==> src/rtl/pipe_pkg.sv <==
// Shared definitions for the skid-buffered pipeline stage register.
// State encoding and default payload width.
package pipe_pkg;

   localparam logic [1:0] ST_EMPTY = 2'd0;
   localparam logic [1:0] ST_ONE   = 2'd1;
   localparam logic [1:0] ST_TWO   = 2'd2;

   localparam int PIPE_W_DEFAULT = 64;

   typedef enum logic [1:0] {
      S_EMPTY = ST_EMPTY,
      S_ONE   = ST_ONE,
      S_TWO   = ST_TWO
   } pipe_state_e;

endpackage

==> src/rtl/pipe_data_reg.sv <==
// N-bit load-enable register with asynchronous active-high clear.
// Holds one payload entry of the skid-buffered stage.
module pipe_data_reg #(
   parameter int N = 64
) (
   input  logic         clock,
   input  logic         reset,
   input  logic         en,
   input  logic [N-1:0] d,
   output logic [N-1:0] q
);

   // NOTE: payload is cleared on reset too, so out_data reads zero straight out of reset instead of X.
   always_ff @(posedge clock or posedge reset) begin
      if (reset)
         q <= '0;
      else if (en)
         q <= d;
   end

endmodule

==> src/rtl/pipe_skid_register.sv <==
// Pipeline-stage register with valid/ready handshake, one-entry skid buffer
// and synchronous flush; in_ready is a pure function of registered state.
module pipe_skid_register
   import pipe_pkg::*;
#(
   parameter int N = PIPE_W_DEFAULT
) (
   input  logic         clock,
   input  logic         reset,
   input  logic         in_valid,
   input  logic [N-1:0] in_data,
   output logic         in_ready,
   output logic         out_valid,
   output logic [N-1:0] out_data,
   input  logic         out_ready,
   input  logic         flush,
   output logic [1:0]   occupancy
);

   pipe_state_e  state;
   pipe_state_e  state_next;
   logic         main_v;
   logic         skid_v;
   logic         accept;
   logic         take;
   logic         main_en;
   logic         main_from_skid;
   logic         skid_en;
   logic [N-1:0] main_d;
   logic [N-1:0] main_q;
   logic [N-1:0] skid_q;

   // Valid bits are decoded from state, so skid_v without main_v cannot be expressed.
   assign main_v    = (state == S_ONE) || (state == S_TWO);
   assign skid_v    = (state == S_TWO);
   assign in_ready  = ~skid_v;
   assign out_valid = main_v;
   assign out_data  = main_q;
   assign occupancy = {1'b0, main_v} + {1'b0, skid_v};

   assign accept = in_valid & in_ready;
   assign take   = main_v & out_ready;

   // NOTE: non-blocking assignment so every flop samples the pre-edge values.
   always_ff @(posedge clock or posedge reset) begin
      if (reset)
         state <= S_EMPTY;
      else
         state <= state_next;
   end

   // NOTE: defaults first, so no path leaves an output unassigned and infers a latch.
   always_comb begin
      state_next     = state;
      main_en        = 1'b0;
      main_from_skid = 1'b0;
      skid_en        = 1'b0;
      if (flush) begin
         state_next = S_EMPTY;
      end else begin
         unique case (state)
            S_EMPTY: begin
               if (accept) begin
                  main_en    = 1'b1;
                  state_next = S_ONE;
               end
            end
            S_ONE: begin
               if (accept && take) begin
                  main_en = 1'b1;
               end else if (accept) begin
                  skid_en    = 1'b1;
                  state_next = S_TWO;
               end else if (take) begin
                  state_next = S_EMPTY;
               end
            end
            S_TWO: begin
               // Skid is always the younger entry; it moves up when main is taken.
               if (take) begin
                  main_en        = 1'b1;
                  main_from_skid = 1'b1;
                  state_next     = S_ONE;
               end
            end
            default: state_next = S_EMPTY;
         endcase
      end
   end

   assign main_d = main_from_skid ? skid_q : in_data;

   pipe_data_reg #(.N(N)) main (
      .clock (clock),
      .reset (reset),
      .en    (main_en),
      .d     (main_d),
      .q     (main_q)
   );

   pipe_data_reg #(.N(N)) skid (
      .clock (clock),
      .reset (reset),
      .en    (skid_en),
      .d     (in_data),
      .q     (skid_q)
   );

endmodule

==> config.mk <==
export PLATFORM = sky130hd
export DESIGN_NAME = pipe_skid_register
export DESIGN_NICKNAME = d
export VERILOG_FILES = /design/src/rtl/pipe_pkg.sv /design/src/rtl/pipe_data_reg.sv /design/src/rtl/pipe_skid_register.sv
export SDC_FILE = /design/constraint.sdc
export NUM_CORES = 1
export LEC_CHECK = 0
export BUFFER_PORTS_ARGS = -buffer_cell sky130_fd_sc_hd__buf_2
export CAP_MARGIN = 20
export CORE_UTILIZATION = 55
export DETAILED_ROUTE_END_ITERATION = 12
export PLACE_DENSITY = 0.81
export SETUP_SLACK_MARGIN = 0.02
export SLEW_MARGIN = 20
export SYNTH_ARGS = -nofsm -noshare
export SYNTH_HDL_FRONTEND = slang
export SYNTH_SLANG_ARGS = --single-unit
==> constraint.sdc <==
create_clock -name clock -period 7.9 [get_ports clock]
set_clock_uncertainty 0.2 [all_clocks]
set_input_delay 1.185 -clock clock [delete_from_list [all_inputs] [get_ports clock]]
set_output_delay 1.185 -clock clock [all_outputs]
set_load 0.01 [all_outputs]
**Word-level counts from Yosys, hierarchy flattened**

Index checks and enable logic that the tools add are counted.

- Register bits after elaboration: 130
- Input bits: 69
- Output and inout port bits: 68

- Add/subtract/negate cells: 1
- Equality and inequality tests: 6
- Muxes and demuxes: 18
- Bitwise operators: 3
- Reduce and logical (&&, ||, !) cells: 4

Operators with widths:

| operator | number |
|---|---|
| $mux W64 | 1 |
| $mux W2 | 6 |
| $mux W1 | 9 |
| $ne A3 B3 Y1 const B | 2 |
| $pmux W2 S3 | 1 |
| $ne A4 B4 Y1 const B | 1 |
| $reduce_and A4 Y1 | 1 |
| $ne A3 B2 Y1 const B | 1 |
| $pmux W1 S3 | 1 |
| $add A1 B1 Y2 | 1 |
| $and A1 B1 Y1 | 2 |
| $eq A2 B1 Y1 const B | 1 |
| $eq A2 B2 Y1 const B | 1 |
| $logic_not A2 Y1 | 1 |
| $logic_and A1 B1 Y1 | 1 |
| $logic_or A1 B1 Y1 | 1 |
| $not A1 Y1 | 1 |

**Logic depth before layout (Yosys ltp)**

- Depth after elaboration: 8
- Gate-level depth with buffers: 8
- Mapped depth without buffers: 6

**By module**

From an unflattened synthesis, not the netlist that was laid out.

- Cell total of the unflattened synthesis: 373
- Area total of the unflattened synthesis: 6577.6 µm²

By module, submodules not included:

| module | instances | cells each | area each (µm²) |
|---|---|---|---|
| pipe_data_reg | 2 | 136 | 2682.6 |
| pipe_skid_register | 1 | 101 | 1212.4 |

**Least setup slack after synthesis**

No wires, ideal clock.

- Path type: input-to-reg
- Start point: input in_valid
- End point: register skid.q[0]
- Data arrival time: 2.207 ns
- Path slack: 5.367 ns
- Cell stages on the path: 6
- Path buffers: 2
- Path through: and3b_1 > nand2_1 > or2_1 > buf_6 > buf_12 > mux2_4

- Cells in the longest elaborated chain, start to end: 5
- Elaborated cells between the ends (all ways): 6
- Classes of those cells: 4 x mux; 1 x bitwise; 1 x reduce/logical

RTL lines:

| element | line | RTL |
|---|---|---|
| start, declared | pipe_skid_register.sv:10 | `input logic in_valid,` |
| $and A1 B1 Y1 (*) | pipe_skid_register.sv:41 | `assign accept = in_valid & in_ready;` |
| $mux W1 or $logic_and A1 B1 Y1 (tied branches) | pipe_skid_register.sv:71, pipe_skid_register.sv:69 |  |
| $mux W1 (*) | pipe_skid_register.sv:69 | `if (accept && take) begin` |
| $mux W1 (*) | pipe_skid_register.sv:61 | `unique case (state)` |
| $mux W1 (*) | pipe_skid_register.sv:58 | `if (flush) begin` |
| end signal, assigned | pipe_data_reg.sv:16 | `q <= '0;` |
| end signal, assigned | pipe_data_reg.sv:18 | `q <= d;` |
| end, declared | pipe_data_reg.sv:10 | `output logic [N-1:0] q` |

Every way passes the cells marked *; elsewhere a longest branch is shown, timed or not.
A chain may end at the register's enable or synchronous reset.

**Worst setup path in the final report**

- Start point: register state[0]
- End point: output in_ready

- Cells in the longest elaborated chain, start to end: 2

RTL lines:

| element | line | RTL |
|---|---|---|
| start, declared | pipe_skid_register.sv:20 | `pipe_state_e state;` |
| start signal, assigned | pipe_skid_register.sv:49 | `state <= state_next;` |
| $eq A2 B2 Y1 | pipe_skid_register.sv:35 | `assign skid_v = (state == S_TWO);` |
| $not A1 Y1 | pipe_skid_register.sv:36 | `assign in_ready = ~skid_v;` |
| end, declared | pipe_skid_register.sv:12 | `output logic in_ready,` |

No other way between the ends.

==> results by group <==
Floorplan
  • Ports: 137
  • Initial core utilization: a little under three fifths
  • Die X: 105 µm
  • Core footprint: around 0.010 mm²
  • Die area: 0.0110 mm²
  • Num rows: 37
  • Die Ht: approximately 100 µm

Global routing
  • Grt ovf: 0
  • Total GRT Usage: between 20% and 30%
  • First-pass GRT wire length: between 15000 and 20000 µm
  • Initial antenna violation count: 0
  • Number of global-route vias before repair: around 3900
  • Largest net degree at the start of global routing: between 70 and 80

Layout
  • Share of cells above drive strength 1: roughly two fifths
  • # diodes: 0
  • Area Growth Syn to Fin: 21.5%
  • Nets: 648

Drt
  • WL final: 11600 µm
  • Vias/cell: ~5.3
  • Met2 WL: about 5800 µm
  • Drt pass-1 iters: 4
  • Met1 wire length: between 5000 and 6000 µm
  • Residual DRC count: 0
  • Top Layer Used: met4
  • Post-DRT Antenna Nets: 0
  • Wire length on met3: 495 µm
  • DRT iter0 DRCs: ~190
  • Drt wl/cell: ~16 µm
  • Via count: 3783

Clocking
  • Worst-Skew Late Latency: 0.50 ns
  • Hold buffers post-CTS: 0
  • Postcts setup bufs: 0
  • Max Root-Sink Buffers: 2
  • Post-cts resize count: 0
  • Clock sink total: 130
  • CTS tree: done
  • Root buffer cell: clkbuf_8
  • Clock slew at reported path FFs: ~0.060 ns
  • Number of H-tree levels: 4
  • Number of buffers created by CTS: 17

Timing
  • Final Max Slew Viols: 0
  • Final hold violations: 0
  • Final setup violation count: 0
  • Fin crit period: a little under 3 ns
  • Max-Slew Margin vs Limit: roughly a quarter
  • Worst-Margin Slew: approximately 1.1 ns
  • Fin crit share: 36.8%
  • Max Freq: roughly 340 MHz
  • RSZ-0062 raised after global routing: no
  • Setup TNS: 0 ns
  • Worst setup margin: between 4 and 5 ns

Setup path
  • Crit path capture type: primary output
  • CP Buf/Inv Count: 3
  • Crit-path cells: inv_1 > ha_1 > inv_1 > buf_2
  • Critical Path Max Stage Delay: slightly above 0.4 ns
  • CP Class: reg -> out
  • WP data required: ~6.5 ns
  • Crit path top cell by count: inv_1
  • Top delay family on crit path: flip-flops
  • CP max stage cell: dfrtp_1
  • CP Max Fanout: 7
  • Crit path launch type: flip-flop
  • Worst EP arrival: about 1.5 ns

Run status
  • Status: finished clean

Logic synthesis
  • Top FF cell, synth: dfrtp_1
  • Synth cell count leaders: dfrtp_1, nor2_1, a21oi_1, mux2i_1, mux2_4
  • Mean post-synth cell area: roughly 13 µm²
  • Most common cell in the netlist: dfrtp_1
  • Synth Register Bits: 130
  • Number of synthesized flops with an enable pin: 0
  • Yosys top cell by area: dfrtp_1
  • Asr flop ratio synth: 100%
  • Sequential share of the synthesized area: around 56%
  • Area contributors post-synth: dfrtp_1, mux2_4, mux2i_1
  • Synth Net Count: just over 500
  • Post-synth cell types: 22
  • Synthesized area: 0.00583 mm²
  • Synth warnings: 0
  • Top-area cell type share of the netlist area: 55.8%
  • Syn Inst Count: roughly 440

Pwr
  • Power per cell area: 400 mW/mm²
  • VDD IR max: approximately 0.23 mV
  • Pleak: 3.85 nW

Place
  • Buffers on Ports: ~140
  • Pre-CTS setup slack: ~4.5 ns
  • Placer congestion estimate: 0.794
  • Dpl hpwl: between 7000 and 8000 µm

Min path
  • HP Class: reg -> reg

Flow run
  • Maxcap violations: 0
-- cell usage in the layout, fill, tap and decap left out, drive strengths merged, types with 2 or more instances in the layout --
cell,n
clkbuf,23
dfrtp,130
nand2,3
nor2,67
mux2i,64
nand3b,2
inv,5
ha,5
a21oi,64
or2,2
bufinv,3
buf,141
mux2,65
-- power breakdown --
part | internal, mW | total [mW] | switching [mW]
registers | 0.994 | 1.18 | 0.188
logic | 0.477 | 0.882 | 0.405
clock network | 0.507 | 0.770 | 0.264
-- state kept, by name (all words and copies together) (netlist names) --
register and count:
state 2, main.q 64, skid.q 64
-- area by class of cell --
type,instances,area (µm²)
multi-input cells,279,2340
clock buffers,23,477
flip-flops and latches,130,3250
clock inverters,5,103
well taps,136,170
fillers,722,3240
inverters,5,21.3
repair buffers,141,722
-- metrics by stage --
stage / power [mW] / cells / utilization, % / cell area [µm²] / hold slack, ns
6_report: 2.83 / 719 / 68.6 / 7090 / 0.306
5_1_grt: 3.00 / 719 / 68.6 / 7090 / 0.313
4_1_cts: 2.86 / 719 / 68.6 / 7080 / 0.305
3_5_place_dp: 2.07 / 691 / 63.0 / 6500 / 0.292
3_3_place_gp: 2.02 / 691 / 63.0 / 6500 / 0.287
2_1_floorplan: 1.77 / 442 / - / 5830 / 0.279
-- per-layer routing --
| metal | vias up | GRT usage [%] |
|---|---|---|
| li1 | 1798 | - |
| met1 | 1867 | 30.4 |
| met2 | 105 | 36.0 |
| met3 | 13 | 5.74 |
| met4 | 0 | 7.85 |
| met5 | - | 0 |
-- logic make-up (layout without fill, tap and decap cells) --
kind of cell,after synthesis,after routing,synth area share (%)
fa+ha+maj,5,5,1.07
compound gates,69,69,6.12
simple gates,76,76,5.24
buf+inv,33,174,4.38
flops,130,130,55.8
mux,129,129,27.4
-- worst register-to-register path, cell delays in order, from the launching register on --
cell	delay, ns
dfrtp_1	0.41
inv_1	0.13
ha_1	0.28
and3b_1	0.22
nand2_1	0.09
or2_4	0.12
buf_6	0.58
mux2_2	0.54
-- worst paths after layout --
kind                                         from                     end  slack, ns  cells past startpoint
setup / recovery             state[0]$_DFFE_PP0P_                in_ready       4.99                      4
hold / removal             skid.q[40]$_DFFE_PP0P_  skid.q[40]$_DFFE_PP0P_       0.31                      1
setup reg to reg             state[0]$_DFFE_PP0P_  skid.q[39]$_DFFE_PP0P_       5.21                      7
hold reg to reg            skid.q[40]$_DFFE_PP0P_  skid.q[40]$_DFFE_PP0P_       0.31                      1
max in group asynchronous                   reset  skid.q[12]$_DFFE_PP0P_       5.56                      3
min in group asynchronous                   reset  skid.q[48]$_DFFE_PP0P_       0.59                      2
(Power assumes the default switching activity.)
